### config.mk
export PLATFORM = sky130hd
export DESIGN_NAME = read_channel_native
export DESIGN_NICKNAME = d
export VERILOG_FILES = /design/src/rtl/read_channel_native_pkg.sv /design/src/rtl/read_channel_native_counter.sv /design/src/rtl/read_channel_native.sv
export SDC_FILE = /design/constraint.sdc
export NUM_CORES = 1
export LEC_CHECK = 0
export CORE_UTILIZATION = 20
export DETAILED_ROUTE_END_ITERATION = 10
export PLACE_DENSITY = 0.87
export SLEW_MARGIN = 0
export SYNTH_ARGS = -nofsm -noshare
export SYNTH_HDL_FRONTEND = slang
export SYNTH_SLANG_ARGS = --single-unit
### constraint.sdc
create_clock -name clk -period 1.4 [get_ports clk]
set_input_delay 0.28 -clock clk [delete_from_list [all_inputs] [get_ports clk]]
set_output_delay 0.28 -clock clk [all_outputs]
set_load 0.1 [all_outputs]
### src/rtl/read_channel_native_pkg.sv
// Shared definitions for the native read channel (cache line-fill engine):
// fill FSM state encoding and the line geometry helpers used to derive
// the word-counter width from the frontend/backend data widths.
package read_channel_native_pkg;

  typedef enum logic [1:0] {
    IDLE      = 2'd0,
    HANDSHAKE = 2'd1,
    END       = 2'd2
  } fill_state_t;

  // Number of address bits needed to select a backend word within a line.
  function automatic int line2mem_width(input int word_off_w,
                                        input int be_data_w,
                                        input int fe_data_w);
    return word_off_w - $clog2(be_data_w / fe_data_w);
  endfunction

  // Counter width, kept at least one bit wide even for single-beat lines.
  function automatic int cnt_width(input int line2mem_w);
    return (line2mem_w > 0) ? line2mem_w : 1;
  endfunction

  // Byte-offset bits of one backend word.
  function automatic int byte_width(input int data_w);
    return $clog2(data_w / 8);
  endfunction

endpackage

### src/rtl/read_channel_native_counter.sv
// Word counter for a line fill: cleared when a fill starts, stepped on every
// accepted backend beat, and flags the last word of the line. A single-beat
// line (LINE2MEM_W == 0) has no counter; the count is tied to zero and every
// beat is the last one.
module read_channel_native_counter
  import read_channel_native_pkg::*;
#(
  parameter int CNT_W      = 3,
  parameter int LINE2MEM_W = 3
) (
  input  logic             clk,
  input  logic             reset,
  input  logic             clear,
  input  logic             incr,
  output logic [CNT_W-1:0] count,
  output logic             last
);

  generate
    if (LINE2MEM_W > 0) begin : g_count
      // Count beats within the line; wraps to zero after the last word.
      always_ff @(posedge clk or posedge reset) begin
        if (reset) begin
          count <= '0;
        end else if (clear) begin
          count <= '0;
        end else if (incr) begin
          count <= count + CNT_W'(1);
        end
      end
      assign last = &count;
    end else begin : g_single
      assign count = '0;
      assign last  = 1'b1;
    end
  endgenerate

endmodule

### src/rtl/read_channel_native.sv
// Cache line-fill engine for the native backend interface. On a replacement
// request it reads 2**LINE2MEM_W consecutive backend words and streams each
// one, with its offset inside the line, into the cache data memory. A one
// cycle END state follows the last beat so the controller sees the final
// word written before it updates tag/valid.
// Optional feature macro: IOB_CACHE_READ_ADDR_REG_EN registers the line
// address at request time; without it replace_addr must stay stable while
// replace is high.
module read_channel_native
  import read_channel_native_pkg::*;
#(
  parameter int FE_ADDR_W  = 32,
  parameter int FE_DATA_W  = 32,
  parameter int BE_ADDR_W  = FE_ADDR_W,
  parameter int BE_DATA_W  = FE_DATA_W,
  parameter int WORD_OFF_W = 3,
  localparam int BE_BYTE_W  = byte_width(BE_DATA_W),
  localparam int LINE2MEM_W = line2mem_width(WORD_OFF_W, BE_DATA_W, FE_DATA_W),
  localparam int CNT_W      = cnt_width(LINE2MEM_W),
  localparam int LINE_W     = FE_ADDR_W - BE_BYTE_W - LINE2MEM_W
) (
  input  logic                 clk,
  input  logic                 reset,
  input  logic                 replace_valid,
  input  logic [LINE_W-1:0]    replace_addr,
  output logic                 replace,
  output logic                 read_valid,
  output logic [CNT_W-1:0]     read_addr,
  output logic [BE_DATA_W-1:0] read_data,
  output logic                 mem_valid,
  output logic [BE_ADDR_W-1:0] mem_addr,
  input  logic                 mem_ready,
  input  logic [BE_DATA_W-1:0] mem_rdata
);

  fill_state_t          state_q;
  fill_state_t          state_d;
  logic                 cnt_clear;
  logic                 cnt_incr;
  logic                 cnt_last;
  logic [CNT_W-1:0]     word_counter;
  logic [LINE_W-1:0]    line_addr;
  logic [FE_ADDR_W-1:0] fe_addr;

  read_channel_native_counter #(
    .CNT_W      (CNT_W),
    .LINE2MEM_W (LINE2MEM_W)
  ) u_counter (
    .clk   (clk),
    .reset (reset),
    .clear (cnt_clear),
    .incr  (cnt_incr),
    .count (word_counter),
    .last  (cnt_last)
  );

  // Fill state register.
  always_ff @(posedge clk or posedge reset) begin
    if (reset) begin
      state_q <= IDLE;
    end else begin
      state_q <= state_d;
    end
  end

  // Next state and handshake outputs; requests are ignored while busy.
  always_comb begin
    state_d    = state_q;
    replace    = 1'b0;
    mem_valid  = 1'b0;
    read_valid = 1'b0;
    cnt_clear  = 1'b0;
    cnt_incr   = 1'b0;
    case (state_q)
      IDLE: begin
        if (replace_valid) begin
          state_d   = HANDSHAKE;
          cnt_clear = 1'b1;
        end
      end
      HANDSHAKE: begin
        replace   = 1'b1;
        mem_valid = 1'b1;
        if (mem_ready) begin
          read_valid = 1'b1;
          cnt_incr   = 1'b1;
          if (cnt_last) begin
            state_d = END;
          end
        end
      end
      END: begin
        replace = 1'b1;
        state_d = IDLE;
      end
      default: begin
        state_d = IDLE;
      end
    endcase
  end

`ifdef IOB_CACHE_READ_ADDR_REG_EN
  logic [LINE_W-1:0] line_addr_q;

  // Hold the line address from the accepted request for the whole fill.
  always_ff @(posedge clk or posedge reset) begin
    if (reset) begin
      line_addr_q <= '0;
    end else if ((state_q == IDLE) && replace_valid) begin
      line_addr_q <= replace_addr;
    end
  end

  assign line_addr = line_addr_q;
`else
  assign line_addr = replace_addr;
`endif

  generate
    if (LINE2MEM_W > 0) begin : g_addr_multi
      assign fe_addr = {line_addr, word_counter[LINE2MEM_W-1:0], {BE_BYTE_W{1'b0}}};
    end else begin : g_addr_single
      assign fe_addr = {line_addr, {BE_BYTE_W{1'b0}}};
    end
  endgenerate

  assign mem_addr  = BE_ADDR_W'(fe_addr);
  assign read_addr = word_counter;
  assign read_data = mem_rdata;

endmodule
* After elaboration in Yosys (flattened, before gate mapping)
Cells that the tools add are included.
** Cells by class
- Multiplexer cells :: 12
- Reduce and logical (&&, ||, !) cells :: 5
- Equal/unequal tests :: 5
- Add/sub/neg operators :: 1
** Operators with widths (count)
- 2-to-1 mux 1 bit :: 6
- 2-to-1 mux 2 bit :: 3
- 2-to-1 mux 3 bit :: 2
- != test 2 bit (second input constant) :: 3
- AND reduction 3 bit :: 2
- one-hot mux 2 bit (2 select lines) :: 1
- adder 3 x 1 -> 3 bit (second input constant) :: 1
- == test 2 x 1 -> 1 bit (second input constant) :: 1
- == test 2 bit (second input constant) :: 1
- logical NOT 2 bit :: 1
- nonzero test 2 bit :: 1
- OR reduction 2 bit :: 1
** Word-level totals
- Logic and storage cells :: 25
- Flip-flop bits (word level) :: 5
- Bits of input ports :: 63

* Longest topological paths before layout
- Depth after elaboration :: 4
- Mapped depth :: 5
- Depth with buffers taken out :: 5

* Modules after synthesis
From an unflattened synthesis, not the netlist that was laid out.
** Second synthesis, totals
- Cell total of the unflattened synthesis :: 96
- Area total of the unflattened synthesis :: 812.0 um^2
** Modules (own cells, without submodules)
- read_channel_native :: sequential area each 50.0 um^2, cells an instance 84, area each 668.1 um^2, instances 1
- read_channel_native_counter :: sequential area each 75.1 um^2, cells an instance 12, area each 143.9 um^2, instances 1

* Worst setup path before layout
No wires, ideal clock.
- Path type :: flip-flop to flip-flop
- From :: register state_q[1]
- To :: register state_q[0]
- Path slack :: -0.655 ns
- Data required time :: 1.275 ns
- Arrival :: 1.930 ns
- Period minus slack after synthesis :: 2.055 ns
- Setup time :: 0.125 ns
- Stages on the path, launching flop included :: 6
- Cell sequence :: dfrtp_1 -> inv_1 -> ha_1 -> inv_1 -> o211ai_2 -> mux2_4
** Between the ends
- Word-level cells in the longest chain between the ends :: 3
** Ends and longest elaborated chain
- start, declared :: line read_channel_native.sv:36 : fill_state_t state_q;
- start signal, assigned :: line read_channel_native.sv:62 : state_q <= state_d;
- == test 2 x 1 -> 1 bit / logical NOT 2 bit (equally long branches) :: line read_channel_native.sv:74 : case (state_q)
- != test 2 bit (no line)
- AND reduction 3 bit (no line)
Several ways; a longest one is shown, not always the timed one.
A chain may end at the register's enable or synchronous reset.

* Final worst setup path
- From :: register state_q[0]
- To :: output read_valid
** Between the ends
- Word-level cells in the longest chain between the ends :: 2
** Ends and longest elaborated chain
- == test 2 x 1 -> 1 bit :: line read_channel_native.sv:74
- 2-to-1 mux 1 bit :: line read_channel_native.sv:74
- end, declared :: line read_channel_native.sv:27 : output logic read_valid,
No other way between the ends.

==> out/metrics.yaml <==
hold_buffers: 0
cp_slowest_cell: "dfrtp_2"
clockRootBuffer: "clkbuf_8"
nets: 128
via_per_inst: 3.66
cellPowerDensity_nw_per_um2: 3260
drt_iter0_markers: 3
io_buffers: 12
clkSinkCount: 5
grtUsageTotal_pct: 5.71
crit_path_max_fanout: 4
rsz0062_at_grt: "yes"
cp_data_arrival_time_ns: 1.20
path_buf_inv: 2
hpwl_um: 955
drt-pass1-iter-count: 4
yosysUniqueCellTypes: 13
dieWidth_um: 66.0
vias: 388
setup_viol: 3
drive_gt1_share_pct: 69.0
rows: 22
place.gp.congestion: 0.681
crit_type: "flop to primary output"
synth_seq_area_share_pct: 15.3
cts_max_path_buffers: 2
slew_violations: 0
crit_required_ns: 1.12
worstPathCellList: "ha_4, nand2_4, clkinvlp_4, buf_12"
synth_seq_cells: 5
clk_pin_slew_worst_paths_ns: 0.04
holdCritPathClass: "input port to async pin"
die-area_um2: 4350
outcome: "finished, violations left"
yosys.area.top_type_share_pct: 58.7
hold_viol_final: 0
insertion_delay_ns: 0.22
async_flop_share_pct: 100
crit_family: "flip-flops"
fin_skew_ns: 0.00204
period_minus_slack_ns: 1.48
totalWireLength_um: 1220
r2r_slack_ns: -0.03
fmax_ghz: 0.677
fin_util_pct: 21.8
syn_inst: 94
coreArea_um2: 3800
syn_avg_cell_area_um2: 8.71
drv_cap: 0
wl_per_cell_um: 11.5
start_util_pct: 21.5
grt_start_max_net_pins: 6
ioPinCount: 133
drt.antenna.violating_nets: 0
numCtsBuffers: 3
timing.final.crit_share_pct: 106
htreeDepth: 1
irDropWorstVdd_uv: 1610
syn_to_final_growth_pct: 1.22
grt_pass1_vias: 375
yosysMostFrequentCell: "buf_4"
timing.final.ws_setup_ns: -0.0774
end_kind: "primary output"
instances_no_fill: 106
violations: "negative setup slack"
antenna_found_initial: 0
netlist_area_um2: 818
synth_edf_count: 0
placed_cells: 98
max_stage_delay_ns: 0.46
synthTopCellsByCount: "buf_4, ha_1, dfrtp_1, inv_1, a21oi_1"
gr-total-overflow: 0
yosys_warnings: 0
die_h_um: 66.0
grt_pass1_wl_um: 1770
critPathLaunchType: "flop"
drc: 0
ys.flop_type: "dfrtp_1"
antenna_cells: 0
synthTopCellsByArea: "buf_4, dfrtp_1, ha_1"
p_leak_nw: 0.357
yosys.area.top_type: "buf_4"
cts_tree: "done"
total_power_mw: 2.70
[flip-flops by register name (all words and copies together) (netlist names)]
signal	cells
u_counter.count	3
state_q	2
[worst reg2reg max path, delay by kind of cell (launching register included)]
family	cells	cell delay, ns
flops	1	0.48
simple gates	1	0.14
compound gates	1	0.07
mux	1	0.32
fa+ha+maj	2	0.31
[worst paths after layout]
path / from / to / cells past startpoint
max in group asynchronous: reset / u_counter.count[0] / 2
hold reg to reg: state_q[1] / state_q[1] / 2
hold / removal: reset / state_q[1] / 2
setup / recovery: state_q[0] / read_valid / 4
setup reg to reg: u_counter.count[0] / state_q[0] / 5
min in group clk: replace_addr[12] / mem_addr[17] / 0
[cells in the final DEF, fill, tap and decap left out, drive strengths merged, types with 2 or more instances in the layout]
master         netlist  layout
conb                 1       2
buf                 64      20
clkbuf               0       4
ha                   6       6
clkdlybuf4s50        0       2
a31oi                2       2
inv                  5       4
dfrtp                5       5
a21oi                3       3
mux2i                2       2
nand2b               2       2
[per-stage QoR]
stage	setup slack (ns)	area [µm²]	TNS (ns)	hold WS, ns
after floorplan	-0.194	895	-0.268	0.0585
after global placement	-0.0881	737	-0.313	0.486
after detailed placement	-0.0912	737	-0.364	0.489
after CTS	-0.0857	821	-0.221	0.257
after global routing	-0.115	828	-0.331	0.275
final	-0.0774	828	-0.176	0.254
[logic make-up after synthesis]
kind of cell | synth area share, %
and+or+nand+nor | 3.82
DFF | 15.3
adders and majority gates | 9.17
muxes | 4.28
AOI/OAI and AO/OA | 4.89
buffers and inverters | 61.0
other | 0.458
xor gates and xnor gates | 1.07
[final cells by class]
cell class              count  area [µm²]
fillers                   401        2970
clock buffers               4        45.0
inverters                   5        25.0
multi-input cells          21         268
well taps                  48        60.1
repair buffers             23         295
flip-flops and latches      5         135
[routing by layer]
layer,track usage [%],vias to the layer above,wire (µm)
met5,0,-,0
met4,7.71,0,91
met3,2.24,17,161
met2,8.80,30,573
met1,4.93,187,390
li1,-,154,-
[timing repair]
item,in CTS,in global routing
pin swaps,2,1
gates resized for setup,7,1
buffers inserted,3,2
endpoints found under the setup margin,4,7
[power by group]
| part | switching (mW) | total [mW] | internal [mW] |
|---|---|---|---|
| Clock | 0.0737 | 0.269 | 0.196 |
| Sequential | 0.0889 | 0.313 | 0.224 |
| Combinational | 1.24 | 2.11 | 0.872 |
No activity file was read; power rests on OpenSTA's default activity.
